**src/rtl/seq_detector_prog.sv**
```systemverilog
// Runtime-programmable serial bit-pattern detector.
// Keeps a shift history of accepted bits, compares the newest len_r bits
// against the programmed pattern, and emits a registered one-cycle pulse per
// match together with a saturating match count. Overlapping or
// non-overlapping detection is selected per matching edge.
module seq_detector_prog #(
    parameter int                   PATTERN_W       = 4,
    parameter logic [PATTERN_W-1:0] DEFAULT_PATTERN = 4'b1011,
    parameter int                   DEFAULT_LEN     = 4,
    parameter int                   CNT_W           = 8
) (
    input  logic                             clk_c,
    input  logic                             reset_rn,
    input  logic                             in_i,
    input  logic                             valid_i,
    input  logic                             load_i,
    input  logic [PATTERN_W-1:0]             pattern_i,
    input  logic [$clog2(PATTERN_W+1)-1:0]   len_i,
    input  logic                             overlap_i,
    input  logic                             cnt_clr_i,
    output logic                             q_o,
    output logic [CNT_W-1:0]                 count_o
);

    localparam int              LEN_W   = $clog2(PATTERN_W + 1);
    localparam logic [LEN_W-1:0] MAX_LEN = LEN_W'(PATTERN_W);
    localparam logic [LEN_W-1:0] LEN_ONE = LEN_W'(32'd1);
    localparam logic [CNT_W-1:0] CNT_ONE = CNT_W'(32'd1);
    localparam logic [CNT_W-1:0] CNT_MAX = {CNT_W{1'b1}};

    // Fill-level view of the history: nothing, partial, or enough bits to match.
    typedef enum logic [1:0] {
        ST_EMPTY   = 2'd0,
        ST_FILLING = 2'd1,
        ST_ARMED   = 2'd2
    } state_t;

    logic [PATTERN_W-1:0] r_pat;
    logic [LEN_W-1:0]     r_len;
    logic [PATTERN_W-1:0] r_sr;
    logic [LEN_W-1:0]     r_fill;
    state_t               r_state;
    logic                 r_q;
    logic [CNT_W-1:0]     r_count;

    logic [PATTERN_W-1:0] w_sr_shift;
    logic [LEN_W-1:0]     w_fill_inc;
    logic [PATTERN_W-1:0] w_mask;
    logic                 w_eq;
    logic                 w_armed;
    logic                 w_match;
    logic [LEN_W-1:0]     w_len_clamp;
    logic [LEN_W-1:0]     w_len_nxt;
    logic [LEN_W-1:0]     w_fill_nxt;
    state_t               w_state_nxt;

    // Post-shift history, saturating fill increment and masked pattern compare.
    always_comb begin
        w_sr_shift = {r_sr[PATTERN_W-2:0], in_i};
        if (r_fill >= MAX_LEN) begin
            w_fill_inc = MAX_LEN;
        end else begin
            w_fill_inc = r_fill + LEN_ONE;
        end
        w_mask = '0;
        for (int i = 0; i < PATTERN_W; i++) begin
            w_mask[i] = (LEN_W'(i) < r_len);
        end
        w_eq = (((w_sr_shift ^ r_pat) & w_mask) == '0);
    end

    // Whether the incoming bit completes enough history for a compare.
    always_comb begin
        w_armed = 1'b0;
        case (r_state)
            ST_EMPTY:   w_armed = (r_len == LEN_ONE);
            ST_FILLING: w_armed = (w_fill_inc >= r_len);
            ST_ARMED:   w_armed = 1'b1;
            default:    w_armed = 1'b0;
        endcase
        w_match = valid_i & ~load_i & w_armed & w_eq;
    end

    // Clamp a newly loaded length into 1..PATTERN_W.
    always_comb begin
        w_len_clamp = len_i;
        if (len_i == '0) begin
            w_len_clamp = LEN_ONE;
        end else if (len_i > MAX_LEN) begin
            w_len_clamp = MAX_LEN;
        end else begin
            w_len_clamp = len_i;
        end
    end

    // Next fill level, length and fill state; load wins, then accepted bits.
    always_comb begin
        w_fill_nxt  = r_fill;
        w_len_nxt   = r_len;
        w_state_nxt = r_state;
        if (load_i) begin
            w_fill_nxt = '0;
            w_len_nxt  = w_len_clamp;
        end else if (valid_i) begin
            if (w_match && !overlap_i) begin
                w_fill_nxt = '0;
            end else begin
                w_fill_nxt = w_fill_inc;
            end
        end else begin
            w_fill_nxt = r_fill;
        end
        if (w_fill_nxt == '0) begin
            w_state_nxt = ST_EMPTY;
        end else if (w_fill_nxt < w_len_nxt) begin
            w_state_nxt = ST_FILLING;
        end else begin
            w_state_nxt = ST_ARMED;
        end
    end

    // Configuration, history and fill-state registers.
    always_ff @(posedge clk_c or negedge reset_rn) begin
        if (!reset_rn) begin
            r_pat   <= DEFAULT_PATTERN;
            r_len   <= LEN_W'(DEFAULT_LEN);
            r_sr    <= '0;
            r_fill  <= '0;
            r_state <= ST_EMPTY;
        end else begin
            if (load_i) begin
                r_pat <= pattern_i;
                r_sr  <= '0;
            end else if (valid_i) begin
                r_sr <= w_sr_shift;
            end
            r_len   <= w_len_nxt;
            r_fill  <= w_fill_nxt;
            r_state <= w_state_nxt;
        end
    end

    // Registered match pulse and saturating match counter.
    always_ff @(posedge clk_c or negedge reset_rn) begin
        if (!reset_rn) begin
            r_q     <= 1'b0;
            r_count <= '0;
        end else begin
            r_q <= w_match;
            if (cnt_clr_i) begin
                r_count <= '0;
            end else if (w_match && (r_count != CNT_MAX)) begin
                r_count <= r_count + CNT_ONE;
            end
        end
    end

    assign q_o     = r_q;
    assign count_o = r_count;

endmodule

```
**config.mk**
```make
export PLATFORM = sky130hd
export DESIGN_NAME = seq_detector_prog
export DESIGN_NICKNAME = d
export VERILOG_FILES = /design/src/rtl/seq_detector_prog.sv
export SDC_FILE = /design/constraint.sdc
export NUM_CORES = 1
export LEC_CHECK = 0
export CAP_MARGIN = 20
export CORE_MARGIN = 1.5
export CORE_UTILIZATION = 43
export DETAILED_ROUTE_END_ITERATION = 8
export DONT_BUFFER_PORTS = 1
export PLACE_DENSITY_LB_ADDON = 0.05
export SLEW_MARGIN = 20
export SYNTH_ARGS = -nofsm -noshare
export SYNTH_HDL_FRONTEND = slang
export SYNTH_SLANG_ARGS = --single-unit
```
**constraint.sdc**
```tcl
create_clock -name clk_c -period 4.2 [get_ports clk_c]
set_input_delay 0 -clock clk_c [delete_from_list [all_inputs] [get_ports clk_c]]
set_output_delay 0 -clock clk_c [all_outputs]
set_load 0.01 [all_outputs]
```
==> After elaboration in Yosys (flattened, before gate mapping) <==
Cells that the tools add are included.
{ "classes": {"bitwise_logic": 6, "n_reduce_logical": 9, "eq_ne": 4, "n_mux": 14, "shift": 0, "n_lt_le_gt_ge": 8, "div_mod_pow": 0, "mul": 0, "n_addsub": 2} }
{ "ops": {"columns": ["op", "n"], "rows": [
  ["2-to-1 mux 3 bit", 9],
  ["2-to-1 mux 8 bit", 2],
  ["adder 8 x 1 -> 8 bit (second input constant)", 1],
  ["!= test 8 bit (second input constant)", 1],
  ["zero test 3 bit", 2],
  ["less-than comparator 1 x 3 -> 1 bit (first input constant)", 2],
  ["less-than comparator 2 x 3 -> 1 bit (first input constant)", 2],
  ["AND 4 bit", 1],
  ["zero test 4 bit", 1],
  ["2-to-1 mux 2 bit", 2],
  ["nonzero test 2 bit", 2],
  ["XOR 4 bit", 1],
  ["adder 3 x 1 -> 3 bit (second input constant)", 1],
  ["AND 1 bit", 3],
  ["== test 3 x 1 -> 1 bit (second input constant)", 1],
  [">= comparator 3 bit", 1],
  [">= comparator 3 bit (second input constant)", 1],
  ["> comparator 3 bit (second input constant)", 1],
  ["less-than comparator 3 bit", 1],
  ["case mux 1 bit (3 select lines)", 1],
  ["== test 2 x 1 -> 1 bit (second input constant)", 1],
  ["== test 2 bit (second input constant)", 1],
  ["logical AND 1 bit", 2],
  ["zero test 2 bit", 1],
  ["2 further kinds", 2]
]} }
{ "word_totals": {"memories": 0, "latch_bits": 0, "ramBits": 0, "rom_bits": 0, "in_bits": 14, "ff_bits": 24, "word_cells": 50, "out_inout_bits": 9} }

==> Logic depth before layout (Yosys ltp) <==
{ "logic_depth": {"depth_word": 13, "ltp_mapped": 14, "mapped_depth_nobuf": 14} }

==> Least setup slack after synthesis <==
OpenSTA, ideal clock, no wires.
{ "synth_path": {"path_type": "register to register", "start": "register r_fill[0]", "end": "register r_state[0]", "arrival_time_ns": 2.957, "t_required_ns": 4.133, "setup_slack_ns": 1.176, "n_path_buf": 0, "path_stages_with_launch": 15, "period_less_slack_ns": 3.024, "setup_time_ns": 0.067, "path_cell_list": "dfrtp_1 -> ha_1 -> or2_2 -> ha_1 -> nor2_1 -> o21ai_0 -> nand4_1 -> nor3_1 -> o22ai_1 -> and2_1 -> ha_1 -> nor2_1 -> a31oi_1 -> a21oi_1 -> o311a_1"} }
{ "synth_via": {"elab_chain_len": 13, "elab_cells_between_ends": 15, "classes_between": "1 x add/sub; 3 x order compare; 7 x mux; 2 x bitwise; 2 x reduce/logical"} }
{ "synth_rtl": {"columns": ["element", "line_no", "rtl"], "rows": [
  ["from (decl)", "41", "logic [LEN_W-1:0] r_fill;"],
  ["from (signal assigned)", "138", "r_fill <= w_fill_nxt;"],
  ["adder 3 x 1 -> 3 bit or >= comparator 3 bit (tied branches)", "63, 60", null],
  ["2-to-1 mux 3 bit *", "60", "if (r_fill >= MAX_LEN) begin"],
  [">= comparator 3 bit", "77", "ST_FILLING: w_armed = (w_fill_inc >= r_len);"],
  ["case mux 1 bit (3 select lines)", "75", "case (r_state)"],
  ["AND 1 bit (2 in series)", "81", "w_match = valid_i & ~load_i & w_armed & w_eq;"],
  ["logical AND 1 bit", "105", "if (w_match && !overlap_i) begin"],
  ["2-to-1 mux 3 bit *", "105", null],
  ["2-to-1 mux 3 bit *", "104", "end else if (valid_i) begin"],
  ["2-to-1 mux 3 bit *", "101", "if (load_i) begin"],
  ["via w_fill_nxt[1]", "54", "logic [LEN_W-1:0] w_fill_nxt;"],
  ["less-than comparator 3 bit", "115", "end else if (w_fill_nxt < w_len_nxt) begin"],
  ["2-to-1 mux 2 bit", "115", null],
  ["2-to-1 mux 2 bit *", "113", "if (w_fill_nxt == '0) begin"],
  ["via w_state_nxt[0]", "55", "state_t w_state_nxt;"],
  ["to (signal assigned)", "139", "r_state <= w_state_nxt;"],
  ["to (decl)", "42", "state_t r_state;"]
]} }
Mark *: on every way through the listed nets, which the timed path passes. The rest lies on a longest branch.
A chain may end at the register's enable or synchronous reset.

==> Worst setup path in the final report <==
Same ends and word-level chain as after synthesis.

==> summary.md <==
| Metric | Value |
|---|---|
| Clock Latency Late Sink | 320 ps |
| CTS resizes | 0 |
| Clk_skew | 5.55 ps |
| Setup WS pre-CTS | 866 ps |
| FF-to-FF Start | r_fill[0] |
| Req. time, crit path | 4460 ps |
| Mapped Area | 1390 um2 |
| Std cell rows | 20 |
| Power Density | 317 nW/um2 |
| Switching Fraction | 25.3% |
| Synth area leaders | dfrtp_1 (36%), dfstp_2 (7.6%), ha_1 (7.2%) |
| Outcome | complete, no violations |
| Layout area overhead | 18.5% |
| I/O pin total | 23 |
| Worst min path class | input pin to register |
| Met1 Wirelength | 1210 um |
| Ys flop type | dfrtp_1 |
| Root Driver | clkbuf_4 |
| Crit path DAT | 3640 ps |
| Leading area contributor after synthesis | dfrtp_1 |
| Final worst slack | 823 ps |
| Switching Power | 0.132 mW |
| CP bufs+invs | 0 |
| I/O Buffers | 0 |
| Worst slew pin tran | 574 ps |
| Number of synthesized flops with an enable pin | 0 |
| Fillers | 294 |
| Synth cell types | 36 |
| Register area share after synthesis | 43.7% |
| Post-route setup TNS | 0 ps |
| Commonest cells post-synth | dfrtp_1 (20), nor2_1 (18), inv_1 (11) |
| Met2 routed WL | 1410 um |
| Util after Layout | 53.8% |
| FF-to-FF setup slack | 820 ps |
| Vert. Die Dim | 59.8 um |
| #FFs+latches synth | 24 |
| CTS H-tree lvls | 1 |
| Comb pwr share | 17.9% |
| FF+latch area | 606 um2 |
| Synth warn | 0 |
| DP Wirelength | 2020 um |
| CTS tree | yes |
| # setup viols final | 0 |
| Avg Synthesized Cell Area | 9.69 um2 |
| Cts bufs inserted | 3 |
| # DRC | 0 |
| DR vias | 1092 |
| Ant diodes | 0 |
| Worst stage delay on the critical path | 550 ps |
| Vias per inst | 5.38 |
| Top-area cell type share of the netlist area | 36.1% |
| Final Hold Vio Count | 0 |
| Final Cycle Share | 80.4% |
| First-pass GRT wire length | 4770 um |
| Post-synthesis cell count | 143 |
| Count leader, synth | dfrtp_1 |
| Vias in the first global route | 1118 |
| Routed WL | 2810 um |
| Total GRT Usage | 17.9% |
| LEAKAGE | 0.770 nW |
| Relative slew slack | 61.5% |
| Congestion Overflow GR | 0 |
| Crit path launch type | register |
| Clock transition at the registers of the reported paths | 130 ps |
| Initial Utilization | 45.4% |
| Share of cells above drive strength 1 | 12.6% |
| Die area | 3570 um2 |
| Maximum clock frequency | 296 MHz |
| WL/cell | 13.9 um |
| Mapped Nets | 165 |
| Antenna-violating nets left | 0 |
| Core area | 3050 um2 |
| Reg power frac | 49.8% |
| Initial antenna violation count | 0 |
| WS Path Type | register to register |
| Initial DRC Count | 42 |
| GPL Wtd Cong | 0.819 |
| Met3 wire len | 120 um |
| CP Capture Point | r_state[0] |
| First-pass DRT Iterations | 4 |
| Final #Nets | 182 |
| Most used cell, CP | ha_1 |
| Worst setup EP type | register |
| Area of the multi-input gates | 728 um2 |
| Async SR Flop Fraction | 100% |
| Final instance area | 1640 um2 |
| Die X | 59.8 um |
| Tmin final | 3380 ps |
| Largest net degree at the start of global routing | 25 |
| RSZ-0062 raised after global routing | false |
| Critical path cell sequence | ha_1, or2_2, ha_1, nor2_1, o21ai_0, nand4_1, nor3_1, o22ai_1, and2_1, ha_1, nor2_1, a31oi_1, a21oi_1, o311a_1 |
| Worst Reg2Reg Path Length in Cells | 14 |
| Top Family by Delay on Critical Path | simple AND/OR/NAND/NOR gates |
| Number of cells on the critical path | 14 |
| DP Area | 1430 um2 |
| CTS Buffer Depth | 2 |
| Power Internal | 0.389 mW |
| # Max-Cap Violations | 0 |
| VDD IR max | 0.000131 V |
| Crit-path slowest cell | nor3_1 |
| Top Metal Used | met4 |
| Slew Viols, Final | 0 |
| Num Clock Sinks | 24 |
| RR Endpoint | r_state[0] |
| Crit. Startpoint | r_fill[0] |
| Clk network pwr share | 32.3% |
| Critical Path Fanout Max | 6 |
## cell families after synthesis
logic type,count (synthesis),synth area share (%)
muxes,11,8.57
adders and majority gates,8,7.22
and+or+nand+nor,51,19.7
DFF,24,43.7
buffers and inverters,14,3.79
xor gates and xnor gates,5,3.16
AOI/OAI and AO/OA,30,13.9
## worst min-delay path by stage
| stage | end | startpoint | cells past startpoint |
|---|---|---|---|
| 6_report | count_o[3] | cnt_clr_i | 3 |
| 5_1_grt | count_o[3] | cnt_clr_i | 3 |
| 4_1_cts | count_o[3] | cnt_clr_i | 3 |
| 3_5_place_dp | r_pat[2] | reset_rn | 0 |
| 3_3_place_gp | r_pat[2] | reset_rn | 0 |
| 2_1_floorplan | count_o[0] | reset_rn | 0 |
## flip-flops by register name (all words and copies together) (netlist names)
signal and count:
r_sr 3, r_len 3, count_o 8, r_pat 4, r_fill 3, q_o 1, r_state 2
## per-layer routing
| layer | vias up | GRT usage, % |
|---|---|---|
| met4 | 0 | 8.25 |
| li1 | 536 | - |
| met1 | 519 | 20.5 |
| met2 | 28 | 31.8 |
| met5 | - | 0 |
| met3 | 9 | 3.46 |
## placed cells by master (no fill, tap or decap), types with 2 or more instances in the layout
cell type / count
dlygate4sd3_1: 14
nand3b_1: 2
a21o_1: 3
nor2_1: 18
clkbuf_4: 3
mux2i_1: 4
mux2_1: 2
a21oi_1: 10
inv_1: 11
o311a_1: 2
or3_1: 2
ha_1: 8
nand2_1: 5
a31o_2: 2
and3_1: 2
mux2_2: 5
dfstp_2: 4
nand4_1: 3
nand2b_1: 2
nor3_1: 2
o21ai_0: 7
nor2b_1: 5
or2_2: 2
xor2_1: 2
dfrtp_1: 20
and2_1: 3
xnor2_1: 3
nand3_1: 2
## per-stage QoR
stage | hold slack [ps] | cells | power (mW)
4_1_cts | 4.52 | 203 | 0.529
3_5_place_dp | -295 | 184 | 0.336
6_report | 15.0 | 203 | 0.521
3_3_place_gp | -295 | 184 | 0.335
5_1_grt | 37.5 | 203 | 0.550
2_1_floorplan | -296 | 143 | 0.325
## tightest hold or removal path: cells and delay by family
family	cells	cell delay, ps
AOI/OAI and AO/OA	2	240
and+or+nand+nor	1	70
## power by group through the flow
stage	clock network, mW	registers [mW]	logic [mW]
after CTS	0.175	0.260	0.0938
final	0.168	0.260	0.0931
after floorplan	0	0.260	0.0644
after global placement	0	0.264	0.0702
after detailed placement	0	0.264	0.0715
after global routing	0.182	0.262	0.107
## cell type report
| cell class | count | area share, % |
|---|---|---|
| Tap cell | 44 | 3.35 |
| Timing Repair Buffer | 15 | 9.75 |
| Clock inverter | 1 | 1.83 |
| Sequential cell | 24 | 36.9 |
| Inverter | 11 | 2.51 |
| Multi-Input combinational cell | 105 | 44.3 |
| Clock buffer | 3 | 1.37 |
## what timing repair did
| item | 4_1_cts | 5_1_grt |
|---|---|---|
| hold buffers | 15 | 0 |
| setup buffers | 0 | 0 |
| endpoints found under the hold margin | 46 | 0 |
Power figures use the tool's default switching activity.
